`src/rtl/dout_writer_if.sv`:
```
`default_nettype none
// ----------------------------------------------------------------------------
// dout_writer_if
// Wire bundle of the 4-lane ADC data-output link (drdy, dclk, dout0..3).
// The writer drives it through the master modport, a reader listens on slave.
// Revision: 1.0
// ----------------------------------------------------------------------------
interface dout_writer_if;
  logic drdy;
  logic dclk;
  logic dout0;
  logic dout1;
  logic dout2;
  logic dout3;

  modport master (output drdy, dclk, dout0, dout1, dout2, dout3);
  modport slave  (input  drdy, dclk, dout0, dout1, dout2, dout3);
endinterface
`default_nettype wire

```
`src/rtl/dout_writer.sv`:
```
`default_nettype none
// ----------------------------------------------------------------------------
// dout_writer
// ADC emulator: serialises eight channel words onto four data lanes, two
// words per lane MSB first, framed by a drdy strobe and a divided bit clock.
// Revision: 1.0
// ----------------------------------------------------------------------------
module dout_writer #(
  parameter int NUM_BITS    = 24,
  parameter int DCLK_DIV    = 4,
  parameter int CH_PER_LANE = 2
) (
  input  logic                       clk_i,
  input  logic                       reset_i,
  input  logic                       tick_i,
  input  logic                       clear_i,
  input  logic signed [NUM_BITS-1:0] ch1_i,
  input  logic signed [NUM_BITS-1:0] ch2_i,
  input  logic signed [NUM_BITS-1:0] ch3_i,
  input  logic signed [NUM_BITS-1:0] ch4_i,
  input  logic signed [NUM_BITS-1:0] ch5_i,
  input  logic signed [NUM_BITS-1:0] ch6_i,
  input  logic signed [NUM_BITS-1:0] ch7_i,
  input  logic signed [NUM_BITS-1:0] ch8_i,
  output logic                       ready_o,
  output logic                       done_o,
  output logic                       overrun_o,
  dout_writer_if.master              bus
);

  localparam int c_LANE_BITS = NUM_BITS * CH_PER_LANE;
  // Counter covers a full bit period (2*DCLK_DIV cycles) counting down to 0.
  localparam int c_CW = $clog2(DCLK_DIV) + 1;
  localparam logic [c_CW-1:0] c_HALF     = c_CW'(DCLK_DIV);
  localparam logic [c_CW-1:0] c_LOAD     = c_CW'(2 * DCLK_DIV - 1);
  localparam logic [5:0]      c_BIT_LOAD = 6'(c_LANE_BITS - 1);

  typedef enum logic [1:0] {
    S_IDLE  = 2'd0,
    S_DRDY  = 2'd1,
    S_SHIFT = 2'd2
  } state_t;

  state_t                      r_state, w_state;
  logic [c_CW-1:0]             r_cnt, w_cnt;
  logic [5:0]                  r_bit, w_bit;
  logic [3:0][c_LANE_BITS-1:0] r_sh, w_sh;
  logic                        r_drdy, w_drdy;
  logic                        r_dclk, w_dclk;
  logic [3:0]                  r_dout, w_dout;
  logic                        r_done, w_done;
  logic                        r_ready, w_ready;
  logic                        r_ovr, w_ovr;
  logic                        w_step;

  // Next-state and next-output logic; every output is registered below.
  always_comb begin
    w_state = r_state;
    w_cnt   = r_cnt;
    w_bit   = r_bit;
    w_sh    = r_sh;
    w_drdy  = 1'b0;
    w_dclk  = 1'b0;
    w_dout  = 4'b0000;
    w_done  = 1'b0;
    w_ready = 1'b0;
    w_step  = 1'b0;

    // A dropped tick sets the flag even if clear arrives in the same cycle.
    if (tick_i && (r_state != S_IDLE)) begin
      w_ovr = 1'b1;
    end else if (clear_i) begin
      w_ovr = 1'b0;
    end else begin
      w_ovr = r_ovr;
    end

    case (r_state)
      S_IDLE: begin
        if (tick_i) begin
          w_state = S_DRDY;
          w_cnt   = c_LOAD;
          w_drdy  = 1'b1;
          w_sh[0] = {ch1_i, ch2_i};
          w_sh[1] = {ch3_i, ch4_i};
          w_sh[2] = {ch5_i, ch6_i};
          w_sh[3] = {ch7_i, ch8_i};
        end else begin
          w_ready = 1'b1;
        end
      end
      S_DRDY: begin
        if (r_cnt == '0) begin
          w_state = S_SHIFT;
          w_cnt   = c_LOAD;
          w_bit   = c_BIT_LOAD;
          w_step  = 1'b1;
        end else begin
          w_cnt  = r_cnt - c_CW'(1);
          w_drdy = 1'b1;
        end
      end
      S_SHIFT: begin
        if (r_cnt != '0) begin
          // Upper half of the count is the low phase, lower half the high phase.
          w_cnt  = r_cnt - c_CW'(1);
          w_dclk = (r_cnt <= c_HALF);
          w_dout = r_dout;
        end else if (r_bit == '0) begin
          w_state = S_IDLE;
          w_done  = 1'b1;
          w_ready = 1'b1;
        end else begin
          w_bit  = r_bit - 6'd1;
          w_cnt  = c_LOAD;
          w_step = 1'b1;
        end
      end
      default: begin
        w_state = S_IDLE;
      end
    endcase

    // Present the next MSB on every lane while dclk is low, then shift it out.
    if (w_step) begin
      for (int l = 0; l < 4; l++) begin
        w_dout[l] = r_sh[l][c_LANE_BITS-1];
        w_sh[l]   = {r_sh[l][c_LANE_BITS-2:0], 1'b0};
      end
    end
  end

  // State, counters, shift registers and registered outputs.
  always_ff @(posedge clk_i or negedge reset_i) begin
    if (!reset_i) begin
      r_state <= S_IDLE;
      r_cnt   <= '0;
      r_bit   <= '0;
      r_sh    <= '0;
      r_drdy  <= 1'b0;
      r_dclk  <= 1'b0;
      r_dout  <= 4'b0000;
      r_done  <= 1'b0;
      r_ready <= 1'b1;
      r_ovr   <= 1'b0;
    end else begin
      r_state <= w_state;
      r_cnt   <= w_cnt;
      r_bit   <= w_bit;
      r_sh    <= w_sh;
      r_drdy  <= w_drdy;
      r_dclk  <= w_dclk;
      r_dout  <= w_dout;
      r_done  <= w_done;
      r_ready <= w_ready;
      r_ovr   <= w_ovr;
    end
  end

  assign bus.drdy  = r_drdy;
  assign bus.dclk  = r_dclk;
  assign bus.dout0 = r_dout[0];
  assign bus.dout1 = r_dout[1];
  assign bus.dout2 = r_dout[2];
  assign bus.dout3 = r_dout[3];
  assign ready_o   = r_ready;
  assign done_o    = r_done;
  assign overrun_o = r_ovr;

endmodule
`default_nettype wire

```
`src/flat_wrapper.sv`:
```
// flat-port wrapper written by rule: the top's interface ports become plain ports
module dout_writer_flat 
#(
  parameter int NUM_BITS    = 24,
  parameter int DCLK_DIV    = 4,
  parameter int CH_PER_LANE = 2
)
  (clk_i, reset_i, tick_i, clear_i, ch1_i, ch2_i, ch3_i, ch4_i, ch5_i, ch6_i, ch7_i, ch8_i, ready_o, done_o, overrun_o, bus_drdy, bus_dclk, bus_dout0, bus_dout1, bus_dout2, bus_dout3);
  dout_writer_if bus_i ();
  input  logic clk_i;
  input  logic reset_i;
  input  logic tick_i;
  input  logic clear_i;
  input  logic signed [NUM_BITS-1:0] ch1_i;
  input  logic signed [NUM_BITS-1:0] ch2_i;
  input  logic signed [NUM_BITS-1:0] ch3_i;
  input  logic signed [NUM_BITS-1:0] ch4_i;
  input  logic signed [NUM_BITS-1:0] ch5_i;
  input  logic signed [NUM_BITS-1:0] ch6_i;
  input  logic signed [NUM_BITS-1:0] ch7_i;
  input  logic signed [NUM_BITS-1:0] ch8_i;
  output logic ready_o;
  output logic done_o;
  output logic overrun_o;
  output wire logic [$bits(bus_i.drdy)-1:0] bus_drdy;
  output wire logic [$bits(bus_i.dclk)-1:0] bus_dclk;
  output wire logic [$bits(bus_i.dout0)-1:0] bus_dout0;
  output wire logic [$bits(bus_i.dout1)-1:0] bus_dout1;
  output wire logic [$bits(bus_i.dout2)-1:0] bus_dout2;
  output wire logic [$bits(bus_i.dout3)-1:0] bus_dout3;
  assign bus_drdy = bus_i.drdy;
  assign bus_dclk = bus_i.dclk;
  assign bus_dout0 = bus_i.dout0;
  assign bus_dout1 = bus_i.dout1;
  assign bus_dout2 = bus_i.dout2;
  assign bus_dout3 = bus_i.dout3;
  dout_writer #(.NUM_BITS(NUM_BITS), .DCLK_DIV(DCLK_DIV), .CH_PER_LANE(CH_PER_LANE)) u_core (.clk_i(clk_i), .reset_i(reset_i), .tick_i(tick_i), .clear_i(clear_i), .ch1_i(ch1_i), .ch2_i(ch2_i), .ch3_i(ch3_i), .ch4_i(ch4_i), .ch5_i(ch5_i), .ch6_i(ch6_i), .ch7_i(ch7_i), .ch8_i(ch8_i), .ready_o(ready_o), .done_o(done_o), .overrun_o(overrun_o), .bus(bus_i));
endmodule
```
`config.mk`:
```
export PLATFORM = sky130hd
export DESIGN_NAME = dout_writer_flat
export DESIGN_NICKNAME = d
export VERILOG_FILES = /design/src/rtl/dout_writer_if.sv /design/src/rtl/dout_writer.sv /design/src/flat_wrapper.sv
export SDC_FILE = /design/constraint.sdc
export NUM_CORES = 1
export LEC_CHECK = 0
export ABC_AREA = 1
export CAP_MARGIN = 5
export CELL_PAD_IN_SITES_DETAIL_PLACEMENT = 2
export CELL_PAD_IN_SITES_GLOBAL_PLACEMENT = 2
export CORE_MARGIN = 2
export CORE_UTILIZATION = 32
export CTS_CLUSTER_DIAMETER = 30
export DETAILED_ROUTE_END_ITERATION = 8
export GPL_ROUTABILITY_DRIVEN = 0
export PLACE_DENSITY = 0.92
export SYNTH_ARGS = -nofsm -noshare
export SYNTH_HDL_FRONTEND = slang
export SYNTH_SLANG_ARGS = --single-unit
```
`constraint.sdc`:
```
create_clock -name clk_i -period 2.6 [get_ports clk_i]
set_input_delay 0.26 -clock clk_i [delete_from_list [all_inputs] [get_ports clk_i]]
set_output_delay 0.26 -clock clk_i [all_outputs]
set_load 0.05 [all_outputs]
```
==> metrics <==
initial core utilization=32.6%; Mapped Nets=1790; Worst Path Class, Setup=reg -> reg; cells after synthesis=1586; H-tree Lvls=3; Die Y=195 um; area delta synth->final=39.8%; Post-Layout Inst Area=16300 um2; port buffer count=204; Crit Path Max Fanout=49; Least-Margin Pin Slew=717 ps; yosys warns=0; Avg WL per Cell=20.8 um; Via density=5.22; crit path launch type=flip-flop; Worst VDD drop=0.000364 V; first-pass GRT wire length=76.5 mm; Final Setup Violations=0; drt drc=0; post-synth top area share=45.3%; layout cells sized above 1=8.77%; unrepaired setup endpoints after global routing=false; setup slack after layout=247 ps; fmax=425 MHz; register area share after synthesis=45.5%; setup_tns=0 ps; Tmin final=2350 ps; I/O pin total=205; Clock Skew=28.3 ps; power per cell area=767 nW/um2; CTS tree=done; Total GRT Usage=25.1%; worst slack at placement=323 ps; clock root cell=clkbuf_16; GRT busiest layer=met2; post-layout util=45.6%; largest net degree at the start of global routing=128; CTS sink cnt=212; max-slew violations=0; period utilisation layout=90.5%; Final ANT Viol Nets=0; initial antenna violation count=1; CTS Buffer Depth=3; total wire length=47.3 mm; DR vias=11865; status=finished clean; DRT Pass-1 Iters=5; hold_ws=273 ps; Yosys top cell by area=dfrtp_1; Clock transition at path regs=50 ps; worst rel slew slack=52.2%; Die Footprint=38000 um2; syn_area_per_cell=7.35 um2; MaxCap Viol Count=0; GRT overflow=0; placed inst area=13900 um2; Clock Latency Late Sink=560 ps; Min-Delay Path Class=in -> async; Critical Path RT=3070 ps; vias in the first global route=13734; Core Rows=69; core area=35700 um2; dpl hpwl=26.3 mm; GR Util met2=46.4%; mapped cell area=11700 um2; P_leak=7.59 nW; # nets final=1963; PostCTS Resize Cnt=0; Synth cell types=28; met3 Use GR=3.63%; setup fix buffers added after clock tree synthesis=0; 1st-iter DRT viols=700; synthesized flop and latch total=212; top post-synthesis cells by area=dfrtp_1 45%, nand3_1 24%, nand2_1 7.2%; endpoints failing hold=0; die width=195 um; met1 Usage GRT=29.3%; CP endpoint kind=flip-flop; crit path DAT=2830 ps; CTS Buf Count=67
-- worst paths after layout --
check	startpoint	to	slack, ps	depth (start not counted)
worst max-delay path	u_core.r_cnt[0]	u_core.r_sh[153]	250	9
worst min-delay path	reset_i	u_core.r_sh[172]	270	2
worst max register to register	u_core.r_cnt[0]	u_core.r_sh[153]	250	9
worst min register to register	u_core.r_sh[42]	u_core.r_sh[42]	510	2
max in group asynchronous	reset_i	u_core.ready_o	1430	3
min in group clk_i	ch6_i[0]	u_core.r_sh[96]	300	3
-- registers in the layout, summed over array words and instances, names as in the netlist --
signal and flops:
u_core.overrun_o 1, u_core.r_dout 4, u_core.r_state 2, u_core.bus.drdy 1, u_core.r_sh 192, u_core.r_cnt 3, u_core.done_o 1, u_core.bus.dclk 1
u_core.r_bit 6, u_core.ready_o 1
-- cell usage after synthesis, drive strengths merged --
library cell	count
dfstp	1
dfrtp	211
nor2	197
nand2	228
inv	208
a21oi	5
nand3	581
ha	8
clkbuf	56
o22ai	1
clkinv	1
buf	70
o21ai	10
nand4	4
o211ai	2
xor2	3
-- layout make-up --
class / count / area [um2]
Inverter: 209 / 790
Tap cell: 461 / 577
Fill cell: 3942 / 19400
Clock buffer: 92 / 1940
Multi-Input combinational cell: 1039 / 4860
Antenna cell: 1 / 2.50
Clock inverter: 30 / 437
Sequential cell: 212 / 5310
Timing Repair Buffer: 230 / 2380
-- per-layer routing --
layer	vias to the layer above	part of all wire [%]
li1	5457	-
met1	6032	40
met2	276	53
met3	100	3.5
met4	0	3.2
met5	-	0
-- worst max-delay path, stage by stage, from the launching register on --
cell,delay [ps]
dfrtp_1,390
inv_1,100
ha_1,230
ha_1,280
nand2_1,170
inv_6,60
nand2_8,300
buf_4,440
nand3_1,140
nand3_1,130
-- cell usage in the layout (no fill, tap or decap), drive strengths merged --
cell,instances
o211ai,2
bufinv,10
clkinv,16
nor2,197
a21oi,5
nand3,581
dfstp,1
o22ai,1
clkdlybuf4s50,203
xor2,3
nand2,228
clkbuf,92
o21ai,10
dlygate4sd3,1
nand4,4
buf,26
ha,8
inv,212
dfrtp,211
clkinvlp,1
diode,1
-- power by group --
group          switching [mW]  leakage, nW  internal (mW)  total (mW)
combinational           0.203         4.34          0.287       0.490
clock                    2.52         1.18           6.18        8.70
sequential           0.000667         2.06           3.31        3.31
total                    2.73         7.59           9.78        12.5
-- per-stage QoR --
| step | power (mW) | cells |
|---|---|---|
| after CTS | 12.6 | 2273 |
| final | 12.5 | 2274 |
| after global routing | 12.8 | 2274 |
| after floorplan | 3.42 | 1586 |
| after detailed placement | 3.84 | 2150 |
| after global placement | 3.83 | 2150 |
-- cells by family (layout without fill, tap and decap cells) --
logic type,after synthesis,in the layout,share of synthesized area (%)
compound gates,18,18,0.826
xor+xnor,3,3,0.225
fa+ha+maj,8,8,0.858
buf+inv,335,561,13.0
flops,212,212,45.5
other cells,0,1,0
simple gates,1010,1010,39.6
-- repair_timing --
item,4_1_cts,5_1_grt
hold buffers,1,0
hold endpoints to repair,64,0
endpoints found under the setup margin,0,0
Note: power is estimated with default switching activity, not from simulation.
